[src/rtl/unidade_controle_pkg.sv]
// State codes shared by the control unit, the datapath top level and the display decoder.
package unidade_controle_pkg;

    localparam int unsigned ESTADO_W = 4;

    typedef logic [ESTADO_W-1:0] estado_t;

    localparam estado_t INICIAL        = 4'h0;
    localparam estado_t PREPARACAO     = 4'h1;
    localparam estado_t INICIO_RODADA  = 4'h2;
    localparam estado_t ESPERA_JOGADA  = 4'h3;
    localparam estado_t REGISTRA       = 4'h4;
    localparam estado_t COMPARA        = 4'h5;
    localparam estado_t PROXIMA_JOGADA = 4'h6;
    localparam estado_t PROXIMA_RODADA = 4'h7;
    localparam estado_t FIM_ACERTOU    = 4'hA;
    localparam estado_t FIM_TIMEOUT    = 4'hD;
    localparam estado_t FIM_ERROU      = 4'hE;

endpackage

[src/rtl/unidade_controle_if.sv]
// Control/status bundle between the game control unit (master) and the datapath (slave).
interface unidade_controle_if;
    import unidade_controle_pkg::*;

    logic       iniciar;
    logic [1:0] modo;
    logic       jogada_feita;
    logic       igual;
    logic       fimRodada;
    logic       fimTotal;
    logic       fimT;

    logic       zeraC;
    logic       contaC;
    logic       zeraCL;
    logic       contaCL;
    logic       zeraR;
    logic       registraR;
    logic       conta;
    logic [1:0] configuracao;
    logic       pronto;
    logic       acertou;
    logic       errou;
    logic       timeout;
    estado_t    db_estado;

    modport master (
        input  iniciar, modo, jogada_feita, igual, fimRodada, fimTotal, fimT,
        output zeraC, contaC, zeraCL, contaCL, zeraR, registraR, conta,
               configuracao, pronto, acertou, errou, timeout, db_estado
    );

    modport slave (
        output iniciar, modo, jogada_feita, igual, fimRodada, fimTotal, fimT,
        input  zeraC, contaC, zeraCL, contaCL, zeraR, registraR, conta,
               configuracao, pronto, acertou, errou, timeout, db_estado
    );

endinterface

[src/rtl/unidade_controle.sv]
// Moore FSM sequencing a memory game round by round; outputs decode the registered state.
module unidade_controle
    import unidade_controle_pkg::*;
#(
    parameter bit TIMEOUT_EN = 1'b1
) (
    input  logic                 clock,
    input  logic                 reset,
    unidade_controle_if.master   bus
);

    estado_t    state_q, state_d;
    logic [1:0] config_q;

    always_ff @(posedge clock) begin
        if (reset) begin
            state_q  <= INICIAL;
            config_q <= '0;
        end else begin
            state_q <= state_d;
            if (state_q == PREPARACAO)
                config_q <= bus.modo;
        end
    end

    always_comb begin
        state_d = state_q;
        case (state_q)
            INICIAL:        if (bus.iniciar) state_d = PREPARACAO;
            PREPARACAO:     state_d = INICIO_RODADA;
            INICIO_RODADA:  state_d = ESPERA_JOGADA;
            ESPERA_JOGADA: begin
                // A key press in the same cycle as the timeout still counts as a play.
                if (bus.jogada_feita)
                    state_d = REGISTRA;
                else if (bus.fimT && TIMEOUT_EN)
                    state_d = FIM_TIMEOUT;
            end
            REGISTRA:       state_d = COMPARA;
            COMPARA: begin
                if (!bus.igual)
                    state_d = FIM_ERROU;
                else if (bus.fimRodada && bus.fimTotal)
                    state_d = FIM_ACERTOU;
                else if (bus.fimRodada)
                    state_d = PROXIMA_RODADA;
                else
                    state_d = PROXIMA_JOGADA;
            end
            PROXIMA_JOGADA: state_d = ESPERA_JOGADA;
            PROXIMA_RODADA: state_d = INICIO_RODADA;
            FIM_ACERTOU, FIM_TIMEOUT, FIM_ERROU:
                if (bus.iniciar) state_d = PREPARACAO;
            default:        state_d = INICIAL;
        endcase
    end

    always_comb begin
        bus.zeraC     = (state_q == PREPARACAO) || (state_q == INICIO_RODADA);
        bus.contaC    = (state_q == PROXIMA_JOGADA);
        bus.zeraCL    = (state_q == PREPARACAO);
        bus.contaCL   = (state_q == PROXIMA_RODADA);
        bus.zeraR     = (state_q == PREPARACAO) || (state_q == INICIO_RODADA);
        bus.registraR = (state_q == REGISTRA);
        bus.conta     = (state_q == ESPERA_JOGADA);
        bus.acertou   = (state_q == FIM_ACERTOU);
        bus.errou     = (state_q == FIM_ERROU);
        bus.timeout   = (state_q == FIM_TIMEOUT);
        bus.pronto    = bus.acertou || bus.errou || bus.timeout;
        bus.configuracao = config_q;
        bus.db_estado    = state_q;
    end

endmodule

[src/flat_wrapper.sv]
// flat-port wrapper written by rule: the top's interface ports become plain ports
module unidade_controle_flat import unidade_controle_pkg::*;
#(
    parameter bit TIMEOUT_EN = 1'b1
)
  (clock, reset, bus_iniciar, bus_modo, bus_jogada_feita, bus_igual, bus_fimRodada, bus_fimTotal, bus_fimT, bus_zeraC, bus_contaC, bus_zeraCL, bus_contaCL, bus_zeraR, bus_registraR, bus_conta, bus_configuracao, bus_pronto, bus_acertou, bus_errou, bus_timeout, bus_db_estado);
  unidade_controle_if bus_i ();
  input  logic clock;
  input  logic reset;
  input wire logic [$bits(bus_i.iniciar)-1:0] bus_iniciar;
  input wire logic [$bits(bus_i.modo)-1:0] bus_modo;
  input wire logic [$bits(bus_i.jogada_feita)-1:0] bus_jogada_feita;
  input wire logic [$bits(bus_i.igual)-1:0] bus_igual;
  input wire logic [$bits(bus_i.fimRodada)-1:0] bus_fimRodada;
  input wire logic [$bits(bus_i.fimTotal)-1:0] bus_fimTotal;
  input wire logic [$bits(bus_i.fimT)-1:0] bus_fimT;
  output wire logic [$bits(bus_i.zeraC)-1:0] bus_zeraC;
  output wire logic [$bits(bus_i.contaC)-1:0] bus_contaC;
  output wire logic [$bits(bus_i.zeraCL)-1:0] bus_zeraCL;
  output wire logic [$bits(bus_i.contaCL)-1:0] bus_contaCL;
  output wire logic [$bits(bus_i.zeraR)-1:0] bus_zeraR;
  output wire logic [$bits(bus_i.registraR)-1:0] bus_registraR;
  output wire logic [$bits(bus_i.conta)-1:0] bus_conta;
  output wire logic [$bits(bus_i.configuracao)-1:0] bus_configuracao;
  output wire logic [$bits(bus_i.pronto)-1:0] bus_pronto;
  output wire logic [$bits(bus_i.acertou)-1:0] bus_acertou;
  output wire logic [$bits(bus_i.errou)-1:0] bus_errou;
  output wire logic [$bits(bus_i.timeout)-1:0] bus_timeout;
  output wire logic [$bits(bus_i.db_estado)-1:0] bus_db_estado;
  assign bus_i.iniciar = bus_iniciar;
  assign bus_i.modo = bus_modo;
  assign bus_i.jogada_feita = bus_jogada_feita;
  assign bus_i.igual = bus_igual;
  assign bus_i.fimRodada = bus_fimRodada;
  assign bus_i.fimTotal = bus_fimTotal;
  assign bus_i.fimT = bus_fimT;
  assign bus_zeraC = bus_i.zeraC;
  assign bus_contaC = bus_i.contaC;
  assign bus_zeraCL = bus_i.zeraCL;
  assign bus_contaCL = bus_i.contaCL;
  assign bus_zeraR = bus_i.zeraR;
  assign bus_registraR = bus_i.registraR;
  assign bus_conta = bus_i.conta;
  assign bus_configuracao = bus_i.configuracao;
  assign bus_pronto = bus_i.pronto;
  assign bus_acertou = bus_i.acertou;
  assign bus_errou = bus_i.errou;
  assign bus_timeout = bus_i.timeout;
  assign bus_db_estado = bus_i.db_estado;
  unidade_controle #(.TIMEOUT_EN(TIMEOUT_EN)) u_core (.clock(clock), .reset(reset), .bus(bus_i));
endmodule
[config.mk]
export PLATFORM = sky130hd
export DESIGN_NAME = unidade_controle_flat
export DESIGN_NICKNAME = d
export VERILOG_FILES = /design/src/rtl/unidade_controle_pkg.sv /design/src/rtl/unidade_controle_if.sv /design/src/rtl/unidade_controle.sv /design/src/flat_wrapper.sv
export SDC_FILE = /design/constraint.sdc
export NUM_CORES = 1
export LEC_CHECK = 0
export CAP_MARGIN = 5
export CORE_AREA = 2 2 39 41
export CTS_CLUSTER_DIAMETER = 200
export DETAILED_ROUTE_END_ITERATION = 8
export DIE_AREA = 0 0 41 43
export PLACE_DENSITY = 0.74
export SYNTH_ARGS = -nofsm -noshare
export SYNTH_HDL_FRONTEND = slang
export SYNTH_SLANG_ARGS = --single-unit
[constraint.sdc]
create_clock -name clock -period 2.55 [get_ports clock]
set_clock_uncertainty 0.1 [all_clocks]
set_input_delay 0.51 -clock clock [delete_from_list [all_inputs] [get_ports clock]]
set_output_delay 0.51 -clock clock [all_outputs]
set_load 0.01 [all_outputs]
==> results.ini <==
[clock_network]
htreeDepth = 1
clk_latency_ps = 240
clkTransAtPathRegs_ps = 50
clk_path_buf_depth = 2
cts_tree = built
root_buffer = clkbuf_4
clock-sinks = 6
hold_buffers = 0
cts_made_buffers = 3

[run]
maxCapViolCount = 0

[drt]
vias = 566
drtIter0Drc = 5
wl_um = 1300
firstDrtPassIters = 4
avgViaCountPerCell = 5.29
ant_nets = 0
drc_errors = 0
avgRoutedWirePerCell_um = 12.1

[power_and_ir_drop]
switchingPower_uw = 113
peakVddDrop_v = 0.000263
clkPwrFrac_pct = 24.8
power_density_mw_per_mm2 = 468
pwr-share-seq_pct = 33.4
leakage_uw = 0.000262
p_int_uw = 237
netSwitchingFraction_pct = 32.3
combPwrFrac_pct = 41.7

[die]
start_util_pct = 33.2
rows = 14
coreArea_mm2 = 0.00138
die_height_um = 43
chipWidth_um = 41
dieArea_mm2 = 0.00176
io_pins = 27

[placement]
hpwl_um = 1020
pre_cts_slack_ps = 263
port_buffers = 26
gp_congestion = 0.820

[sta]
finalSetupTns_ps = 0
finalWorstSetupSlack_ps = 107
relSlewSlack_pct = 79.3
tightest_slew_ps = 309
period_share_pct = 95.8
period_needed_ps = 2440
setup_violations = 0
slew_violations = 0
max_freq_ghz = 0.409
finalHoldViolCount = 0
rsz0062_at_grt = false

[logic_synthesis]
async_reset_ff_share_pct = 0
netlist_instances = 66
yosys.area.top_type_share_pct = 26.2
synth_top_flop_cell = dfxtp_1
synth-adder-area-share_pct = 0
yosysUniqueCellTypes = 30
yosys.area.top_type = dfxtp_1
synth-compound-area-share_pct = 27.8
syn_avg_cell_area_um2 = 6.96
synth_top_family_by_area = simple AND/OR/NAND/NOR gates
synthTopCellsByArea = dfxtp_1 26%, nor2_1 8.2%, a21oi_1 6.5%
synth-simple-area-share_pct = 38.1
synth_edf_count = 0
syn-num-nets = 76
synth_xor_area_share_pct = 0
ys_ff_latch = 6
yosys_warnings = 0
yosysSeqAreaShare_pct = 26.2
muxShareOfSynthArea_pct = 0
syn_area_um2 = 459

[min_path]
holdPathStages = 2
hold_class = register to register

[setup_path]
criticalPathCategory = register to output port
worstPathRequired_ps = 1940
start_kind = register
r2r_cells = 4
arrival_ps = 1830
worst-path-max-fanout = 12
endpoint_kind = output port

[grt]
grt_pass1_wl_um = 2150
grt_antenna_before_repair = 0
grt.total_usage_pct = 17.3
grt_pass1_vias = 505
grt_remaining_overflow = 0
grt_max_degree = 13

[final_layout]
nNetsFinal = 103
syn_to_final_growth_pct = 63.2
layout-drive-gt1-share_pct = 11.0
nFillCells = 150
antennaDiodeCount = 0

[outcome]
outcome = finished clean

[flip-flops by register name (all words and copies together) (netlist names)]
name	flops
u_core.bus.configuracao	2
u_core.bus.db_estado	4
[metrics by stage]
stage | std cells | utilization, % | hold slack, ps | area (um2) | total power, uW
floorplan | 66 | - | 398 | 459 | 198
global placement | 104 | 52.4 | 376 | 726 | 262
detailed placement | 104 | 52.4 | 378 | 726 | 264
CTS | 107 | 54.2 | 384 | 749 | 355
global route | 107 | 54.2 | 432 | 749 | 376
finish | 107 | 54.2 | 385 | 749 | 350
[worst paths after layout]
check | from | to | slack [ps]
hold reg to reg | u_core.bus.configuracao[1] | u_core.bus.configuracao[1] | 380
setup / recovery | u_core.bus.db_estado[1] | bus_pronto | 110
setup reg to reg | u_core.bus.db_estado[1] | u_core.bus.db_estado[2] | 930
hold / removal | u_core.bus.configuracao[1] | u_core.bus.configuracao[1] | 380
[placed cells by master, fill, tap and decap left out]
cell              n
dfxtp_2           1
o21a_1            1
or4_1             1
a221oi_1          1
a211oi_1          1
or2_1             1
inv_1             1
o32a_1            1
and2b_2           1
o221ai_1          1
nand4_1           1
nand2b_2          1
o41ai_1           1
dfxtp_1           5
or2_2             1
nor3_1            4
buf_4             2
o31ai_1           1
nor2_1           10
a32o_1            1
clkbuf_4          3
nand2_1           5
o21ai_0           4
inv_2             1
nor3b_1           3
or2b_1            1
a21oi_1           6
o22a_1            1
nand2b_1          4
clkdlybuf4s50_1  26
[timing repair]
item / 4_1_cts / 5_1_grt
endpoints found under the hold margin: 0 / 0
endpoints found under the setup margin: 1 / 0
buffers inserted: 0 / 0
resized for setup: 1 / 0
[logic make-up (layout without fill, tap and decap cells)]
family	Yosys count	in the layout
AND/OR/NAND/NOR	33	33
AO/OA/AOI/OAI	19	19
buffers and inverters	8	33
flip-flops	6	6
[critical path, cell delays in order, from the launching register on]
cell and delay [ps]:
dfxtp_2 370, nand2b_1 240, o21a_1 240, and2b_2 210, clkdlybuf4s50_1 520
[cells in the mapped netlist, drive strengths merged, types with 2 or more instances]
| cell | n |
|---|---|
| nor2 | 10 |
| a21oi | 6 |
| dfxtp | 6 |
| nand2 | 5 |
| nand2b | 5 |
| buf | 4 |
| nor3 | 4 |
| o21ai | 4 |
| nor3b | 3 |
| clkbuf | 2 |
| inv | 2 |
| or2 | 2 |
[power by group through the flow]
stage	combinational [uW]	clock, uW	sequential, uW
after floorplan	82.5	0	115
after global placement	145	0	118
after detailed placement	146	0	118
after CTS	147	91.2	117
after global routing	160	96.6	119
final	146	87.1	117
[metal layers]
layer | vias up | track usage, % | share of wire [%]
li1 | 286 | - | -
met1 | 259 | 23.2 | 47
met2 | 19 | 25.6 | 47
met3 | 2 | 3.14 | 3.9
met4 | 0 | 8.00 | 1.5
met5 | - | 0 | 0
[final cells by class]
type | count | area (um2) | share of cell area, %
inverter | 2 | 7.51 | 1.00
sequential | 6 | 121 | 16.2
multi-input combinational | 52 | 303 | 40.4
tap | 16 | 20.0 | 2.67
timing repair buffer | 28 | 275 | 36.7
clock buffer | 3 | 22.5 | 3.01
Note: power is estimated with default switching activity, not from simulation.
